<file path="src/rtl/debounce_pkg.sv">
// Shared defaults and sizing helpers for the time-multiplexed switch debouncer.
package debounce_pkg;

   localparam int DEF_N_CHANNELS     = 4;
   localparam int DEF_DEBOUNCE_LIMIT = 20;

   // Width of a per-channel count; it only ever holds 0..limit-1.
   function automatic int cnt_width(input int limit);
      return (limit > 1) ? $clog2(limit) : 1;
   endfunction

endpackage

</file>
<file path="src/rtl/sync_2ff.sv">
// Single-bit two-flop synchronizer for asynchronous switch levels.
module sync_2ff (
   input  logic i_clk,
   input  logic i_rst,
   input  logic i_d,
   output logic o_q
);

   logic meta_q;
   logic sync_q;

   always_ff @(posedge i_clk) begin
      if (i_rst) begin
         meta_q <= 1'b0;
         sync_q <= 1'b0;
      end else begin
         meta_q <= i_d;
         sync_q <= meta_q;
      end
   end

   assign o_q = sync_q;

endmodule

</file>
<file path="src/rtl/debounce_scheduler.sv">
// Round-robin debouncer: one channel per cycle is compared against its accepted
// level by a single shared count/update datapath.
module debounce_scheduler
   import debounce_pkg::*;
#(
   parameter int N_CHANNELS     = DEF_N_CHANNELS,
   parameter int DEBOUNCE_LIMIT = DEF_DEBOUNCE_LIMIT
) (
   input  logic                          i_clk,
   input  logic                          i_rst,
   input  logic                          i_scan_en,
   input  logic [N_CHANNELS-1:0]         i_bouncy,
   output logic [N_CHANNELS-1:0]         o_debounced,
   output logic [N_CHANNELS-1:0]         o_rise,
   output logic [N_CHANNELS-1:0]         o_fall,
   output logic [$clog2(N_CHANNELS)-1:0] o_slot
);

   localparam int              CW        = cnt_width(DEBOUNCE_LIMIT);
   localparam int              SW        = $clog2(N_CHANNELS);
   localparam logic [CW-1:0]   CNT_MAX   = CW'(DEBOUNCE_LIMIT - 1);
   localparam logic [SW-1:0]   SLOT_LAST = SW'(N_CHANNELS - 1);

   logic [N_CHANNELS-1:0] sync;

   for (genvar k = 0; k < N_CHANNELS; k++) begin : g_sync
      sync_2ff u_sync (
         .i_clk (i_clk),
         .i_rst (i_rst),
         .i_d   (i_bouncy[k]),
         .o_q   (sync[k])
      );
   end

   logic [SW-1:0]         slot_q, slot_d;
   logic [CW-1:0]         cnt_q [N_CHANNELS];
   logic [N_CHANNELS-1:0] deb_q, deb_d;
   logic [N_CHANNELS-1:0] rise_q, rise_d;
   logic [N_CHANNELS-1:0] fall_q, fall_d;

   logic          s_sel;
   logic          deb_sel;
   logic [CW-1:0] cnt_sel;
   logic [CW-1:0] cnt_d;
   logic          mismatch;
   logic          accept;

   // Shared datapath: select the visited channel, decide its next count/level.
   always_comb begin
      s_sel    = sync[slot_q];
      deb_sel  = deb_q[slot_q];
      cnt_sel  = cnt_q[slot_q];
      mismatch = s_sel ^ deb_sel;
      accept   = mismatch && (cnt_sel >= CNT_MAX);
      cnt_d    = (!mismatch || accept) ? '0 : cnt_sel + CW'(1);
   end

   always_comb begin
      deb_d  = deb_q;
      rise_d = '0;
      fall_d = '0;
      slot_d = slot_q;
      if (i_scan_en) begin
         slot_d = (slot_q == SLOT_LAST) ? '0 : slot_q + SW'(1);
         if (accept) begin
            deb_d[slot_q]  = s_sel;
            rise_d[slot_q] = s_sel;
            fall_d[slot_q] = ~s_sel;
         end
      end
   end

   always_ff @(posedge i_clk) begin
      if (i_rst) begin
         slot_q <= '0;
         deb_q  <= '0;
         rise_q <= '0;
         fall_q <= '0;
         for (int k = 0; k < N_CHANNELS; k++) cnt_q[k] <= '0;
      end else begin
         slot_q <= slot_d;
         deb_q  <= deb_d;
         rise_q <= rise_d;
         fall_q <= fall_d;
         if (i_scan_en) cnt_q[slot_q] <= cnt_d;
      end
   end

   assign o_debounced = deb_q;
   assign o_rise      = rise_q;
   assign o_fall      = fall_q;
   assign o_slot      = slot_q;

endmodule

</file>
<file path="config.mk">
export PLATFORM = sky130hd
export DESIGN_NAME = debounce_scheduler
export DESIGN_NICKNAME = d
export VERILOG_FILES = /design/src/rtl/debounce_pkg.sv /design/src/rtl/sync_2ff.sv /design/src/rtl/debounce_scheduler.sv
export SDC_FILE = /design/constraint.sdc
export NUM_CORES = 1
export LEC_CHECK = 0
export BUFFER_PORTS_ARGS = -buffer_cell sky130_fd_sc_hd__buf_2
export CAP_MARGIN = 20
export CORE_MARGIN = 1
export CORE_UTILIZATION = 30
export DETAILED_ROUTE_END_ITERATION = 16
export SETUP_SLACK_MARGIN = 0.5
export SYNTH_ARGS = -nofsm -noshare
export SYNTH_HDL_FRONTEND = slang
export SYNTH_SLANG_ARGS = --single-unit
</file>
<file path="constraint.sdc">
create_clock -name i_clk -period 3.4 [get_ports i_clk]
set_clock_uncertainty 0.1 [all_clocks]
set_input_delay 0.34 -clock i_clk [delete_from_list [all_inputs] [get_ports i_clk]]
set_output_delay 0.34 -clock i_clk [all_outputs]
set_load 0.02 [all_outputs]
</file>
==> results of run 1 <==
-- power breakdown --
part | internal, uW | switching (uW)
clock network | 188 | 178
registers | 575 | 16.7
logic | 47.9 | 72.5
total | 811 | 267
-- layout make-up --
class | count | area, sq um
sequential | 44 | 1082
fill | 589 | 3824
clock inverter | 2 | 11.26
tap | 75 | 93.84
multi-input combinational | 98 | 752.0
inverter | 3 | 11.26
clock buffer | 6 | 93.84
timing repair buffer | 23 | 122.6
-- what timing repair did --
action                                  4_1_cts  5_1_grt
pin swaps                                     1        0
endpoints found under the setup margin        6        6
gates resized for setup                       0        1
buffers inserted                              1        0
hold buffers                                  0        0
-- metal layers --
metal	wire [um]	vias up	track usage
met5	0	-	0
met1	1575	568	0.1497
li1	-	584	-
met4	124	0	0.08929
met2	1545	37	0.1782
met3	143	9	0.02022
-- per-stage QoR --
step	hold slack (ns)	setup slack, ns	utilization
6_report	0.1421	0.6841	0.3617
5_1_grt	0.1306	0.5289	0.3617
4_1_cts	0.1315	0.5853	0.3615
3_5_place_dp	0.3212	0.4804	0.3427
3_3_place_gp	0.3193	0.5413	0.3427
2_1_floorplan	0.3138	0.7414	-
-- registers in the layout, summed over array words and instances, names as in the netlist, named ones only --
name,count
cnt_q,20
g_sync.u_sync.meta_q,4
g_sync.u_sync.o_q,4
o_debounced,4
o_fall,4
o_rise,4
o_slot,2
-- Yosys cell counts (all sizes together) --
master   number  share of area
a21o          1         0.0040
a22oi         1         0.0040
a31o          3          0.014
and2          9          0.031
buf           1         0.0060
clkbuf        6          0.012
dfxtp        24           0.26
edfxtp       20           0.32
ha            5          0.033
inv           3         0.0060
mux2          1         0.0060
mux2i         5          0.027
mux4          6          0.078
nand2         4         0.0080
nand2b        3          0.010
nand3         7          0.021
nand4         1         0.0033
nor2         25          0.050
nor2b        12          0.040
nor3          1         0.0027
nor4          5          0.017
o2bb2ai       3          0.014
o31ai         1          0.011
or4b          1         0.0073
xor2          4          0.019
-- logic make-up (layout without fill, tap and decap cells) --
kind of cell,count (synthesis),after routing,share of synthesized area
compound gates,9,9,0.04731
xor+xnor,4,4,0.01865
fa+ha+maj,5,5,0.03331
buf+inv,10,34,0.02398
flops,44,44,0.5756
mux,12,12,0.1106
simple gates,68,68,0.1905
-- how the worst max path moves through the flow --
stage | startpoint | endpoint | slack [ns]
after floorplan | flop | cnt_q[2][0]$_SDFFCE_PN0P_ | 0.74
after detailed placement | flop | cnt_q[0][2]$_SDFFCE_PN0P_ | 0.48
final | flop | cnt_q[2][4]$_SDFFCE_PN0P_ | 0.68
after CTS | flop | cnt_q[2][4]$_SDFFCE_PN0P_ | 0.59
after global placement | flop | cnt_q[2][4]$_SDFFCE_PN0P_ | 0.54
after global routing | o_slot[0]$_SDFFE_PP0P_ | cnt_q[2][1]$_SDFFCE_PN0P_ | 0.53
==> results by group, run 1 <==
Critical path
  • Critical-path cell list: mux4_1, ha_1, nor2b_1, a22oi_1, o31ai_4, or4b_4, nor2_1
  • Worst path arrival time: 2.77 ns
  • Critical Path Fanout Max: 7
  • Instance count on the critical path: 7
  • Worst Setup Path Type: reg -> reg
  • WP buf/inv: 0
  • Capture point of the worst reg-to-reg path: cnt_q[2][4]$_SDFFCE_PN0P_
  • Largest delay contributor family on the critical path: simple AND/OR/NAND/NOR gates
  • CP required: 3.45 ns
  • Setup slack, reg-to-reg: about 0.68 ns
  • Cells on worst reg2reg path: 7
  • Crit-path slowest cell: mux4_1
  • Endpoint class of the critical path: flop
  • Setup crit start kind: flop
  • Slowest stage delay, CP: 0.60 ns

Die
  • # rows: 28
  • Core Region: 5991 sq um
  • Die Span X: 81.12 um
  • Die area: 6580 sq um
  • Die height: between 80 and 90 um
  • Initial core utilization: 0.3135
  • I/O pin cnt: 21

Power and ir drop
  • Power density over the cells: between 400 and 500 nW/um^2
  • Peak supply drop: 0.0001497 V
  • Total chip power: around 1100 uW
  • Leakage: 0.0008601 uW

Layout
  • Cell Count, Final, Fillers Out: 251
  • Final Net Count: 187
  • Commonest non-fill, non-tap cells in the layout: nor2_1, dfxtp_1, edfxtp_1, buf_2, nor2b_1
  • Most common cell after layout, fill and taps aside: nor2_1
  • # diodes: 0
  • Layout cells sized above 1: 0.2443
  • Design area: approximately 2200 sq um
  • P&R area growth vs syn: 15.39%

Logic synthesis
  • Syn avg cell area: about 12 sq um
  • Library cells used by synthesis: 28
  • Mapped Area: 1878 sq um
  • Synth Net Count: 164
  • Register area share after synthesis: 0.5756
  • Syn. warnings: 0
  • Gate Count Post-Synth: 152
  • Seq cells post-synth: 44

Routing
  • Routed Antenna Nets: 0
  • DRC: 0
  • Post-Route WL: 3.389 mm
  • DR vias/cell: between 4 and 5
  • Wire per inst: 13.50 um
  • Vias: 1,198
  • Iteration-0 DRC Markers: between 80 and 90
  • 1st-pass router iterations: 4

Worst hold path
  • Hold path start: i_bouncy[2]
  • Hold WC Path Type: in -> reg
  • WHS Path Cells: 2
  • Worst Hold Path EP: g_sync[2].u_sync.meta_q$_SDFF_PP0_

Timing
  • Worst-Margin Slew: 0.5888 ns
  • Slew HR: 0.6070
  • Final period utilization: 0.7988
  • Fmax: 368.2 MHz
  • Pins Over Slew Limit: 0
  • Setup TNS: 0 ns
  • Final hold viol count: 0
  • Period minus WS final: about 2.7 ns
  • Final Setup Violations: 0
  • RSZ-0062 raised after global routing: no

Clocking
  • CTS Sinks: 44
  • CTS tree: yes
  • Worst-Skew Late Latency: 0.30 ns
  • Maximum clock insertion buffer count: 2
  • Root buf cell: clkbuf_8
  • Clock Pin Slew Worst Setup and Hold Paths: 0.08 ns
  • H-tree lvl count: 2
  • TritonCTS Buffers: 5

GRT
  • Largest net degree at the start of global routing: 21
  • Grt ovf: 0
  • Initial antenna violation count: 0
  • Vias in the first global route: 1,098
  • GRT Total Usage: 0.1179
  • First-pass GRT wire length: 5.506 mm

Placement
  • Port bufs: 20
  • DP HPWL: about 2.4 mm
  • Cells after DPL: approximately 240
  • Area after DPL: 2053 sq um
  • GPL Wtd Cong: 0.8112

Run status
  • Status: finished clean

Run
  • Max-Cap Viols: 0
(Power assumes the default switching activity.)
==> run 2: changes to the inputs <==
==> constraint.sdc (replaced) <==
create_clock -name i_clk -period 2.7 [get_ports i_clk]
set_clock_uncertainty 0.1 [all_clocks]
set_input_delay 0.27 -clock i_clk [delete_from_list [all_inputs] [get_ports i_clk]]
set_output_delay 0.27 -clock i_clk [all_outputs]
set_load 0.02 [all_outputs]
==> run 2 against run 1 <==
  * Non-clock buffer count rose by 12
  * Critical endpoint is now cnt_q[2][3]$_SDFFCE_PN0P_
  * Count of clock-buffer cells in the layout did not move
  * Largest power group unchanged
  * Largest cell class unchanged
  * Sequential share of layout area fell by 5.1 points
  * Sequential cell count did not move
==> results by group, run 2 (synthesis gave the netlist of run 1 again) <==
Critical path
  • Setup crit start kind: flop
  • CP required: 2.76 ns (-0.69 ns)
  • Cells on worst reg2reg path: 7 (unchanged)
  • Endpoint class of the critical path: flop
  • Capture point of the worst reg-to-reg path: cnt_q[2][3]$_SDFFCE_PN0P_
  • Setup slack, reg-to-reg: 0.26 ns (-0.43 ns)
  • Critical Path Fanout Max: 5 (-2)
  • Worst path arrival time: 2.50 ns (-0.27 ns)
  • Worst Setup Path Type: reg -> reg

Routing
  • Wire per inst: 14.49 um (+7.3%)
  • 1st-pass router iterations: 4 (unchanged)
  • DRC: 0 (unchanged)
  • DR vias/cell: 4.757 (-0.34%)
  • Routed Antenna Nets: 0 (unchanged)
  • Post-Route WL: 3.812 mm (+12%)
  • Vias: 1,251 (+4.4%)
  • Iteration-0 DRC Markers: 55 (-35%)

Die
  • # rows: 28 (unchanged)
  • Die Span X: 81.12 um (unchanged)
  • I/O pin cnt: 21 (unchanged)
  • Die height: 81.12 um (unchanged)
  • Die area: 6580 sq um (unchanged)
  • Initial core utilization: 0.3135 (unchanged)
  • Core Region: 5991 sq um (unchanged)

Placement
  • DP HPWL: 2.541 mm (+5.1%)
  • Pre-CTS setup slack: 0.1450 ns (-0.3354 ns)
  • Port bufs: 20 (unchanged)
  • GPL Wtd Cong: 0.7699 (-5.1%)
  • Cells after DPL: 247 (+2.1%)

Timing
  • Pins Over Slew Limit: 0 (unchanged)
  • Slew HR: 0.6747 (+0.06771)
  • Final period utilization: 0.9051 (+0.1063)
  • RSZ-0062 raised after global routing: yes
  • Fmax: 409.2 MHz (+11%)
  • Setup TNS: 0 ns (unchanged)
  • Worst setup margin: 0.2561 ns (-0.4280 ns)
  • Period minus WS final: 2.444 ns (-0.2720 ns)
  • Worst-Margin Slew: 0.4870 ns (-0.1018 ns)
  • Final Setup Violations: 0 (unchanged)
  • Final hold viol count: 0 (unchanged)

Layout
  • Biggest register: cnt_q
  • Commonest non-fill, non-tap cells in the layout: dfxtp_1, edfxtp_1, buf_2, nor2_1, nor2b_1
  • Most common cell after layout, fill and taps aside: dfxtp_1
  • P&R area growth vs syn: 28.85%
  • Cell Count, Final, Fillers Out: 263 (+4.8%)
  • Max FFs per register: 20 (unchanged)
  • # diodes: 0 (unchanged)
  • Final Net Count: 199 (+6.4%)
  • Layout cells sized above 1: 0.4043 (+0.1599)

Clocking
  • CTS Sinks: 44 (unchanged)
  • H-tree lvl count: 2 (unchanged)
  • TritonCTS Buffers: 5 (unchanged)
  • Clock Pin Slew Worst Setup and Hold Paths: 0.08 ns (about the same)
  • Hold Buf Count CTS: 0 (unchanged)
  • Worst-Skew Late Latency: 0.30 ns (about the same)
  • CTS tree: yes
  • Maximum clock insertion buffer count: 2 (unchanged)
  • Root buf cell: clkbuf_8

Power and ir drop
  • Peak supply drop: 0.0002324 V (+55%)
  • Switching Share: 0.2597 (+0.01220)
  • Leakage: 0.0009321 uW (+8.4%)
  • NetSw: 372.0 uW (+39%)
  • Part of the power in registers: 0.516 (-0.033)
  • Combinational share of power: 0.160 (+0.048)
  • Power density over the cells: 591.9 nW/um^2 (+19%)
  • Int Power: 1060 uW (+31%)
  • Clock power share: 0.324 (-0.016)
  • Total chip power: 1432 uW (+33%)

GRT
  • Initial antenna violation count: 0 (unchanged)
  • Grt ovf: 0 (unchanged)
  • Largest net degree at the start of global routing: 21 (unchanged)
  • Vias in the first global route: 1,201 (+9.4%)
  • First-pass GRT wire length: 6.134 mm (+11%)
  • GRT Total Usage: 0.1306 (+0.01276)

Worst hold path
  • Worst Hold Path EP: g_sync[0].u_sync.meta_q$_SDFF_PP0_
  • Hold WC Path Type: in -> reg
  • WHS Path Cells: 2 (unchanged)
  • Hold path start: i_bouncy[0]

Run status
  • Status: finished clean

Run
  • Max-Cap Viols: 0 (unchanged)
-- run 2: cell types whose count changed in the layout (fill, tap and decap cells not counted), moves of 3 or more --
cell,previous run,this run
nor4_1,5,1
nor2_2,0,5
buf_4,3,9
and2_4,1,4
buf_6,0,5
nor2_1,25,18
and2_1,8,5
-- run 2: worst max-delay path: stages (launching register included) --
cell and delay, ns:
dfxtp_4 0.37, mux4_2 0.54, ha_4 0.20, nor2b_2 0.11
a22oi_2 0.09, o31ai_4 0.21, or4b_4 0.56, nor2_2 0.12
-- run 2: worst max-delay path by stage --
stage	to	cells after the start	slack, ns
6_report	cnt_q[2][3]$_SDFFCE_PN0P_	7	0.26
5_1_grt	cnt_q[2][3]$_SDFFCE_PN0P_	7	0.19
4_1_cts	cnt_q[2][3]$_SDFFCE_PN0P_	7	0.26
3_5_place_dp	cnt_q[2][3]$_SDFFCE_PN0P_	7	0.14
3_3_place_gp	cnt_q[2][2]$_SDFFCE_PN0P_	7	0.20
2_1_floorplan	cnt_q[2][0]$_SDFFCE_PN0P_	8	0.06
-- run 2: per-stage QoR --
| stage | hold slack, ns | area [sq um] | utilization |
|---|---|---|---|
| after global routing | 0.06612 | 2420 | 0.4039 |
| after floorplan | 0.2982 | 1894 | - |
| after CTS | 0.06503 | 2287 | 0.3818 |
| final | 0.07362 | 2420 | 0.4039 |
| after detailed placement | 0.3204 | 2107 | 0.3517 |
| after global placement | 0.3179 | 2107 | 0.3517 |
-- run 2: timing repair --
item | CTS | global route
resized for setup | 10 | 22
setup buffers | 4 | 4
pin swaps | 7 | 13
endpoints found under the hold margin | 0 | 0
endpoints found under the setup margin | 32 | 31
-- run 2: layout make-up --
cell class | count | area (sq um)
Tap cell | 75 | 93.84
Timing Repair Buffer | 35 | 244.0
Clock buffer | 6 | 93.84
Multi-Input combinational cell | 98 | 878.3
Sequential cell | 44 | 1086
Inverter | 3 | 11.26
Fill cell | 564 | 3571
Clock inverter | 2 | 12.51
-- run 2: metal layers --
layer / track usage / share of wire
met4: 0.07143 / 0.022
met5: 0 / 0
met1: 0.1662 / 0.45
met2: 0.2017 / 0.49
met3: 0.03371 / 0.038
-- run 2: power by group through the flow --
stage	combinational [uW]	sequential, uW	clock (uW)
after floorplan	124	750	0
after global placement	174	753	0
after detailed placement	174	753	0
after CTS	188	739	473
after global routing	248	743	512
final	229	739	464
